--- config.mk ---
export PLATFORM = sky130hd
export DESIGN_NAME = improved_basic_traffic_light_flat
export DESIGN_NICKNAME = d
export VERILOG_FILES = /design/src/rtl/traffic_pkg.sv /design/src/rtl/improved_basic_traffic_light_if.sv /design/src/rtl/traffic_lamp_decode.sv /design/src/rtl/improved_basic_traffic_light.sv /design/src/flat_wrapper.sv
export SDC_FILE = /design/constraint.sdc
export NUM_CORES = 1
export LEC_CHECK = 0
export CAP_MARGIN = 20
export CORE_AREA = 2 2 39 41
export CTS_CLUSTER_SIZE = 24
export DETAILED_ROUTE_END_ITERATION = 10
export DIE_AREA = 0 0 41 43
export MAX_ROUTING_LAYER = met4
export PLACE_DENSITY_LB_ADDON = 0.12
export SKIP_CTS_REPAIR_TIMING = 1
export SYNTH_ARGS = -nofsm -noshare
export SYNTH_HDL_FRONTEND = slang
export SYNTH_HIERARCHICAL = 1
export SYNTH_SLANG_ARGS = --single-unit
--- constraint.sdc ---
create_clock -name clk -period 2.7 [get_ports clk]
set_clock_uncertainty 0.15 [all_clocks]
set_input_delay 0.405 -clock clk [delete_from_list [all_inputs] [get_ports clk]]
set_output_delay 0.405 -clock clk [all_outputs]
set_load 0.01 [all_outputs]
--- src/rtl/traffic_pkg.sv ---
// rtl/traffic_pkg.sv - shared state codes, lamp encodings and default timing for the traffic controller
package traffic_pkg;

    // FSM state codes; 101..111 are illegal and trigger recovery
    localparam logic [2:0] S_NS_GREEN  = 3'b000;
    localparam logic [2:0] S_NS_YELLOW = 3'b001;
    localparam logic [2:0] S_ALL_RED   = 3'b010;
    localparam logic [2:0] S_EW_GREEN  = 3'b011;
    localparam logic [2:0] S_EW_YELLOW = 3'b100;

    // One-hot lamp encodings {red, yellow, green}
    localparam logic [2:0] LAMP_RED    = 3'b100;
    localparam logic [2:0] LAMP_YELLOW = 3'b010;
    localparam logic [2:0] LAMP_GREEN  = 3'b001;

    // Default dwell lengths in clock cycles
    localparam int DEF_GREEN_TICKS  = 10;
    localparam int DEF_YELLOW_TICKS = 3;
    localparam int DEF_RED_TICKS    = 2;

    // Lamp pair as seen by both roads
    typedef struct packed {
        logic [2:0] ns;
        logic [2:0] ew;
    } lamp_pair_t;

    // True for the five legal state codes
    function automatic logic state_is_legal(input logic [2:0] st);
        return (st <= S_EW_YELLOW);
    endfunction

endpackage

--- src/rtl/improved_basic_traffic_light_if.sv ---
// rtl/improved_basic_traffic_light_if.sv - observation bundle carrying lamps and internal FSM registers
interface improved_basic_traffic_light_if;

    logic [2:0] NS_light;
    logic [2:0] EW_light;
    logic [3:0] clk_count;
    logic [2:0] state;
    logic [2:0] prev_state;

    // Controller side drives everything
    modport master (
        output NS_light,
        output EW_light,
        output clk_count,
        output state,
        output prev_state
    );

    // Observer side (monitor, bench, display logic)
    modport slave (
        input NS_light,
        input EW_light,
        input clk_count,
        input state,
        input prev_state
    );

endinterface

--- src/rtl/traffic_lamp_decode.sv ---
// rtl/traffic_lamp_decode.sv - combinational map from FSM state code to both road lamps
module traffic_lamp_decode
    import traffic_pkg::*;
(
    input  logic [2:0] state,
    output logic [2:0] ns_light,
    output logic [2:0] ew_light
);

    // Decode state to lamps; anything unrecognised shows red on both roads
    always_comb begin
        ns_light = LAMP_RED;
        ew_light = LAMP_RED;
        case (state)
            S_NS_GREEN:  ns_light = LAMP_GREEN;
            S_NS_YELLOW: ns_light = LAMP_YELLOW;
            S_EW_GREEN:  ew_light = LAMP_GREEN;
            S_EW_YELLOW: ew_light = LAMP_YELLOW;
            default: begin
                ns_light = LAMP_RED;
                ew_light = LAMP_RED;
            end
        endcase
    end

endmodule

--- src/rtl/improved_basic_traffic_light.sv ---
// rtl/improved_basic_traffic_light.sv - fixed-time two-road traffic light FSM with all-red clearance
module improved_basic_traffic_light
    import traffic_pkg::*;
#(
    parameter int GREEN_TICKS  = DEF_GREEN_TICKS,
    parameter int YELLOW_TICKS = DEF_YELLOW_TICKS,
    parameter int RED_TICKS    = DEF_RED_TICKS
) (
    input  logic                            clk,
    input  logic                            rst,
    improved_basic_traffic_light_if.master  lights
);

    // Last count value of each state; ticks are limited to 1..16 so D-1 fits in 4 bits
    localparam logic [3:0] GREEN_LAST  = 4'(GREEN_TICKS - 1);
    localparam logic [3:0] YELLOW_LAST = 4'(YELLOW_TICKS - 1);
    localparam logic [3:0] RED_LAST    = 4'(RED_TICKS - 1);

    logic [2:0] state_q, state_d;
    logic [2:0] prev_state_q, prev_state_d;
    logic [3:0] clk_count_q, clk_count_d;
    logic [3:0] dwell_last;
    logic [2:0] next_state;
    logic [2:0] ns_light, ew_light;

    // Pick the final count value for the state currently held
    always_comb begin
        dwell_last = RED_LAST;
        case (state_q)
            S_NS_GREEN, S_EW_GREEN:   dwell_last = GREEN_LAST;
            S_NS_YELLOW, S_EW_YELLOW: dwell_last = YELLOW_LAST;
            default:                  dwell_last = RED_LAST;
        endcase
    end

    // Successor state; all-red hands green to the road that did not just have it
    always_comb begin
        next_state = S_ALL_RED;
        case (state_q)
            S_NS_GREEN:  next_state = S_NS_YELLOW;
            S_NS_YELLOW: next_state = S_ALL_RED;
            S_EW_GREEN:  next_state = S_EW_YELLOW;
            S_EW_YELLOW: next_state = S_ALL_RED;
            S_ALL_RED:   next_state = (prev_state_q == S_NS_YELLOW) ? S_EW_GREEN : S_NS_GREEN;
            default:     next_state = S_ALL_RED;
        endcase
    end

    // Dwell counting and transitions; an illegal code falls back to the reset condition
    always_comb begin
        state_d      = state_q;
        prev_state_d = prev_state_q;
        clk_count_d  = clk_count_q;
        if (!state_is_legal(state_q)) begin
            state_d      = S_ALL_RED;
            prev_state_d = S_EW_YELLOW;
            clk_count_d  = 4'd0;
        end else if (clk_count_q != dwell_last) begin
            clk_count_d  = clk_count_q + 4'd1;
        end else begin
            clk_count_d  = 4'd0;
            prev_state_d = state_q;
            state_d      = next_state;
        end
    end

    // State registers; reset parks in all-red as if EW yellow had just ended so NS goes first
    always_ff @(posedge clk) begin
        if (rst) begin
            state_q      <= S_ALL_RED;
            prev_state_q <= S_EW_YELLOW;
            clk_count_q  <= 4'd0;
        end else begin
            state_q      <= state_d;
            prev_state_q <= prev_state_d;
            clk_count_q  <= clk_count_d;
        end
    end

    traffic_lamp_decode u_lamp_decode (
        .state    (state_q),
        .ns_light (ns_light),
        .ew_light (ew_light)
    );

    assign lights.NS_light   = ns_light;
    assign lights.EW_light   = ew_light;
    assign lights.clk_count  = clk_count_q;
    assign lights.state      = state_q;
    assign lights.prev_state = prev_state_q;

endmodule

--- src/flat_wrapper.sv ---
// flat-port wrapper written by rule: the top's interface ports become plain ports
module improved_basic_traffic_light_flat import traffic_pkg::*;
#(
    parameter int GREEN_TICKS  = DEF_GREEN_TICKS,
    parameter int YELLOW_TICKS = DEF_YELLOW_TICKS,
    parameter int RED_TICKS    = DEF_RED_TICKS
)
  (clk, rst, lights_NS_light, lights_EW_light, lights_clk_count, lights_state, lights_prev_state);
  improved_basic_traffic_light_if lights_i ();
  input  logic clk;
  input  logic rst;
  output wire logic [$bits(lights_i.NS_light)-1:0] lights_NS_light;
  output wire logic [$bits(lights_i.EW_light)-1:0] lights_EW_light;
  output wire logic [$bits(lights_i.clk_count)-1:0] lights_clk_count;
  output wire logic [$bits(lights_i.state)-1:0] lights_state;
  output wire logic [$bits(lights_i.prev_state)-1:0] lights_prev_state;
  assign lights_NS_light = lights_i.NS_light;
  assign lights_EW_light = lights_i.EW_light;
  assign lights_clk_count = lights_i.clk_count;
  assign lights_state = lights_i.state;
  assign lights_prev_state = lights_i.prev_state;
  improved_basic_traffic_light #(.GREEN_TICKS(GREEN_TICKS), .YELLOW_TICKS(YELLOW_TICKS), .RED_TICKS(RED_TICKS)) u_core (.clk(clk), .rst(rst), .lights(lights_i));
endmodule
==> reports/results.tsv, run 1 <==
metric	value	unit
cts_root_buf	clkbuf_4	
antenna_found_initial	0	
crit_type	reg -> out	
path_delay_family	flip-flops	
drt-wirelength-per-cell	11.3	µm
synth_area	594	µm²
grt_overflow	0	
maxCapViolations	0	
drt_iter0_drc	4	
syn_inst	67	
antenna_left	0	
finalCriticalPeriod	2.28	ns
die_h	43	µm
first_pass_iters	3	
fmax	439	MHz
hp-class	reg -> reg	
cts_buffers	3	
clk_pin_slew_worst_paths	0.07	ns
start_util	42.9	%
gr-usage-all-layers	15.5	%
dieArea	1760	µm²
postSynth.asyncResetShare	0	%
p_leak	0.279	nW
clockPowerShare	24.2	%
crit_buf_inv	1	
avgSynthCellArea	8.87	µm²
cts_buffer_depth	2	
grt_pass1_wl	1750	µm
place_congestion	0.755	
clk_latency	0.26	ns
ys.flop_type	dfxtp_1	
m1WireLength	548	µm
finalHoldViolations	0	
switching_power	0.186	mW
sw_frac_of_total	32.9	%
synth_edf_count	0	
tightest_slew	0.559	ns
ys_ff_latch	10	
route.met3.wl	52	µm
pwr_density_cell	734	nW/µm²
design_area	771	µm²
drc	0	
fp-row-count	14	
end_kind	output port	
status	finished, final reports clean	
fillers	143	
worst_path_max_delay_cell	dfxtp_1	
vias_per_cell	4.92	
fin_nets	88	
seq_power_share	37.9	%
cts_sinks	10	
drive_gt1_share	16.7	%
fin_tns_setup	0	ns
cts_tree	built	
synth_cell_type_count	29	
startpoint_type	flip-flop	
drv_slew	0	
portBuffers	17	
area_delta_synth_final	29.7	%
ioPinCount	18	
vias	492	
seq_area_frac_synth	33.7	%
synthesis.nets	70	
place_ws	0.644	ns
grt_max_degree	15	
met2_wirelength	514	µm
postPlaceCellArea	734	µm²
routed_wl	1130	µm
comb_power_share	37.9	%
grt_pass1_vias	427	
critPathMaxFanout	14	
core	1380	µm²
finalSetupViolations	0	
crit_chain	and3b_4 > nor2_1 > clkdlybuf4s50_1	
dr.max_layer_used	met4	
num_antenna_cells	0	
htreeDepth	1	
crit_required	2.14	ns
slew_headroom	62.6	%
vdd_drop_max	0.382	mV
yosysWarnings	6	
setup_slack	0.424	ns
cell_internal_pwr	0.380	mW
slowest_delay	0.57	ns
post-route-period-util	84.3	%
chipWidth	41	µm
rsz0062_at_grt	no	
arrival	1.72	ns
flip-flops by register name, indices dropped and copies added, names as in the netlist:
signal and cells:
u_core/lights.clk_count 4, u_core/lights.state 3, u_core/lights.prev_state 3
layout by cell type, fill, tap and decap left out:
cell	count
clkbuf_8	1
o211a_1	1
nand2_1	5
mux2i_1	2
nor2_1	7
ha_1	1
or2_4	1
a21oi_1	2
nor2b_1	2
nor2b_2	1
nor2_2	4
nor3b_1	1
or4_1	2
o31ai_1	1
xnor2_1	3
o31a_1	1
nor4_1	1
nor3b_2	1
o21ai_0	3
dfxtp_1	10
nand2b_4	1
clkbuf_4	3
or2b_2	1
o211ai_1	2
and3b_4	1
clkdlybuf4s50_1	17
nand3_1	3
o21a_1	1
nor3_1	1
inv_1	4
cells in the mapped netlist (2+ instances only):
cell type | instances | area share (%)
a21oi_1 | 2 | 1.7
buf_6 | 2 | 3.8
clkbuf_8 | 2 | 4.6
dfxtp_1 | 10 | 34
inv_1 | 4 | 2.5
mux2i_1 | 2 | 3.4
nand2_1 | 5 | 3.2
nand3_1 | 3 | 2.5
nor2_1 | 7 | 4.4
nor2_2 | 4 | 4.2
nor2b_1 | 2 | 2.1
o211ai_1 | 2 | 2.5
o21ai_0 | 3 | 2.5
or4_1 | 2 | 2.5
xnor2_1 | 3 | 4.4
worst reg2reg max path: stages (launching register included):
cell     delay, ns
dfxtp_1       0.63
xnor2_1       0.17
nor4_1        0.36
o211a_1       0.36
mux2i_1       0.23
nor3_1        0.06
metrics by stage:
step	hold WS, ns	total power [mW]	utilization [%]	instances
6_report	0.331	0.566	55.7	100
5_1_grt	0.355	0.604	55.7	100
4_1_cts	0.332	0.573	55.7	100
3_5_place_dp	0.322	0.434	53.1	96
3_3_place_gp	0.322	0.432	53.1	96
2_1_floorplan	0.324	0.364	-	67
cell type report:
cell class                      instances  area (µm²)  share of cell area, %
Timing Repair Buffer                   17         170                   22.1
Tap cell                               16        20.0                   2.60
Clock buffer                            4        36.3                   4.71
Inverter                                4        15.0                   1.95
Multi-Input combinational cell         49         329                   42.7
Sequential cell                        10         200                   26.0
final timing paths:
check	to	slack (ns)	cells past startpoint	from
worst min register to register	u_core/lights.prev_state[1]	0.33	2	u_core/lights.prev_state[1]
worst min-delay path	u_core/lights.prev_state[1]	0.33	2	u_core/lights.prev_state[1]
worst max-delay path	lights_EW_light[2]	0.42	3	u_core/lights.state[2]
worst max register to register	u_core/lights.state[0]	0.61	5	u_core/lights.state[0]
layer usage:
metal | vias to the layer above | GRT usage [%]
met1 | 216 | 19.2
met2 | 12 | 20.9
li1 | 262 | -
met3 | 2 | 4.71
met4 | 0 | 10.0
met5 | - | -
power by group through the flow:
stage	registers, mW	clock network, mW	logic [mW]
floorplan	0.214	0	0.150
global placement	0.217	0	0.215
detailed placement	0.218	0	0.216
CTS	0.215	0.142	0.217
global route	0.219	0.150	0.235
finish	0.215	0.137	0.214
logic make-up after synthesis:
kind of cell / share of synthesized area [%]
mux: 3.37
flops: 33.7
fa+ha+maj: 2.10
buf+inv: 10.9
compound gates: 12.4
simple gates: 33.1
xor+xnor: 4.42
Note: power is estimated with default switching activity, not from simulation.
==> inputs of run 2 (changes only) <==
--- a/config.mk
+++ b/config.mk
@@ -6,10 +6,9 @@
 export NUM_CORES = 1
 export LEC_CHECK = 0
 export CAP_MARGIN = 20
-export CORE_AREA = 2 2 39 41
+export CORE_UTILIZATION = 44
 export CTS_CLUSTER_SIZE = 24
 export DETAILED_ROUTE_END_ITERATION = 10
-export DIE_AREA = 0 0 41 43
 export MAX_ROUTING_LAYER = met4
 export PLACE_DENSITY_LB_ADDON = 0.12
 export SKIP_CTS_REPAIR_TIMING = 1
==> constraint.sdc (replaced) <==
create_clock -name clk -period 2.3 [get_ports clk]
set_clock_uncertainty 0.15 [all_clocks]
set_input_delay 0.345 -clock clk [delete_from_list [all_inputs] [get_ports clk]]
set_output_delay 0.345 -clock clk [all_outputs]
set_load 0.01 [all_outputs]
==> reports/results.tsv, run 2 (synthesis gave the netlist of run 1 again) <==
metric	value	unit	change
first_pass_iters	4		+1
finalSetupViolations	0		unchanged
cts_tree	built		
worst_path_max_delay_cell	dfxtp_1		
slew_headroom	63.3	%	+0.76 points
crit_type	reg -> out		
vdd_drop_max	0.594	mV	+56%
finalHoldViolations	0		unchanged
antenna_found_initial	0		unchanged
fin_nets	88		unchanged
grt_max_degree	15		unchanged
largest_reg_flops	4		unchanged
rsz0062_at_grt	no		
grt_pass1_wl	1780	µm	+2.0%
crit_required	1.80	ns	-0.34 ns
pwr_density_cell	863	nW/µm²	+18%
post-route-period-util	94.5	%	
tightest_slew	0.548	ns	-0.0114 ns
p_total	0.664	mW	+17%
critPathMaxFanout	14		unchanged
final_core_util	64.9	%	+9.2 points
drive_gt1_share	17.9	%	+1.2 points
num_antenna_cells	0		unchanged
postPlaceCellArea	732	µm²	-0.34%
hpwl	780	µm	
core	1190	µm²	-14%
antenna_left	0		unchanged
fin_tns_setup	0	ns	unchanged
vias_per_cell	4.96		+0.80%
startpoint_type	flip-flop		
ioPinCount	18		unchanged
mostFrequentLayoutCells	17 x clkdlybuf4s50_1, 9 x dfxtp_1, 7 x nor2_1		
drc	0		unchanged
grt_pass1_vias	397		-7.0%
clk_pin_slew_worst_paths	0.06	ns	about the same
cts_sinks	10		unchanged
cts_root_buf	clkbuf_4		
drv_slew	0		unchanged
routed_wl	1100	µm	-2.6%
instances_no_fill	98		-2.0%
place_inst	94		-2.1%
crit_buf_inv	1		unchanged
end_kind	output port		
hp-class	reg -> reg		
vias	486		-1.2%
final_common_cell	clkdlybuf4s50_1		
p_leak	0.279	nW	+0.19%
grt_overflow	0		unchanged
arrival	1.68	ns	-0.04 ns
htreeDepth	1		unchanged
drt-wirelength-per-cell	11.2	µm	-0.58%
fillers	107		-25%
cts_buffers	3		unchanged
gr-usage-all-layers	18.1	%	+2.6 points
slowest_delay	0.62	ns	+0.05 ns
drt_iter0_drc	6		+2
die_h	38.8	µm	-9.9%
finalCriticalPeriod	2.17	ns	
fmax	460	MHz	
area_delta_synth_final	29.5	%	
maxCapViolations	0		unchanged
dieArea	1500	µm²	-15%
status	finished, final reports clean		
place_congestion	0.687		-8.9%
clk_latency	0.26	ns	about the same
portBuffers	17		unchanged
fp-row-count	12		-2
design_area	769	µm²	-0.16%
cts_buffer_depth	2		unchanged
start_util	50.1	%	+7.2 points
chipWidth	38.8	µm	-5.5%
crit_chain	and3b_4 > clkdlybuf4s50_1		
path_delay_family	flip-flops		
run 2: cell counts in the layout (fill, tap and decap cells not counted):
No cell type changed its count.
run 2: power breakdown:
group | internal, mW | total, mW | leakage (nW) | switching [mW]
Clock | 0.0961 | 0.157 | 0.0210 | 0.0613
Combinational | 0.146 | 0.256 | 0.176 | 0.109
Sequential | 0.204 | 0.251 | 0.0822 | 0.0474
Total | 0.446 | 0.664 | 0.279 | 0.218
run 2: final timing paths:
| path | startpoint | endpoint | slack, ns | cells past startpoint |
|---|---|---|---|---|
| hold reg to reg | u_core/lights.prev_state[0] | u_core/lights.prev_state[0] | 0.34 | 2 |
| hold / removal | u_core/lights.prev_state[0] | u_core/lights.prev_state[0] | 0.34 | 2 |
| setup / recovery | u_core/lights.state[0] | lights_EW_light[0] | 0.13 | 2 |
| setup reg to reg | u_core/lights.state[0] | u_core/lights.prev_state[2] | 0.23 | 5 |
run 2: area by class of cell:
class                   instances  area, µm²  area share [%]
repair buffers                 17        170            22.1
inverters                       4       15.0            1.95
well taps                      14       17.5            2.28
flip-flops and latches         10        201            26.2
clock buffers                   4       36.3            4.72
multi-input cells              49        329            42.8
run 2: layer usage:
layer / GRT usage, % / vias up / part of all wire, %
met3: 8.67 / 0 / 5.1
met2: 22.5 / 8 / 43
met1: 26.4 / 214 / 52
met4: 2.59 / 0 / 0
met5: - / - / 0
li1: - / 264 / -
run 2: worst reg2reg max path: cells and delay by family (launching register included):
| family | cells | cell delay, ns |
|---|---|---|
| DFF | 1 | 0.62 |
| and+or+nand+nor | 2 | 0.43 |
| xor gates and xnor gates | 1 | 0.17 |
| muxes | 1 | 0.21 |
| AOI/OAI and AO/OA | 1 | 0.35 |
run 2: through the flow:
stage | worst slack, ns | hold WS, ns
6_report | 0.127 | 0.337
4_1_cts | 0.0698 | 0.345
3_3_place_gp | 0.353 | 0.328
2_1_floorplan | 0.412 | 0.264
5_1_grt | 0.00996 | 0.365
3_5_place_dp | 0.282 | 0.325
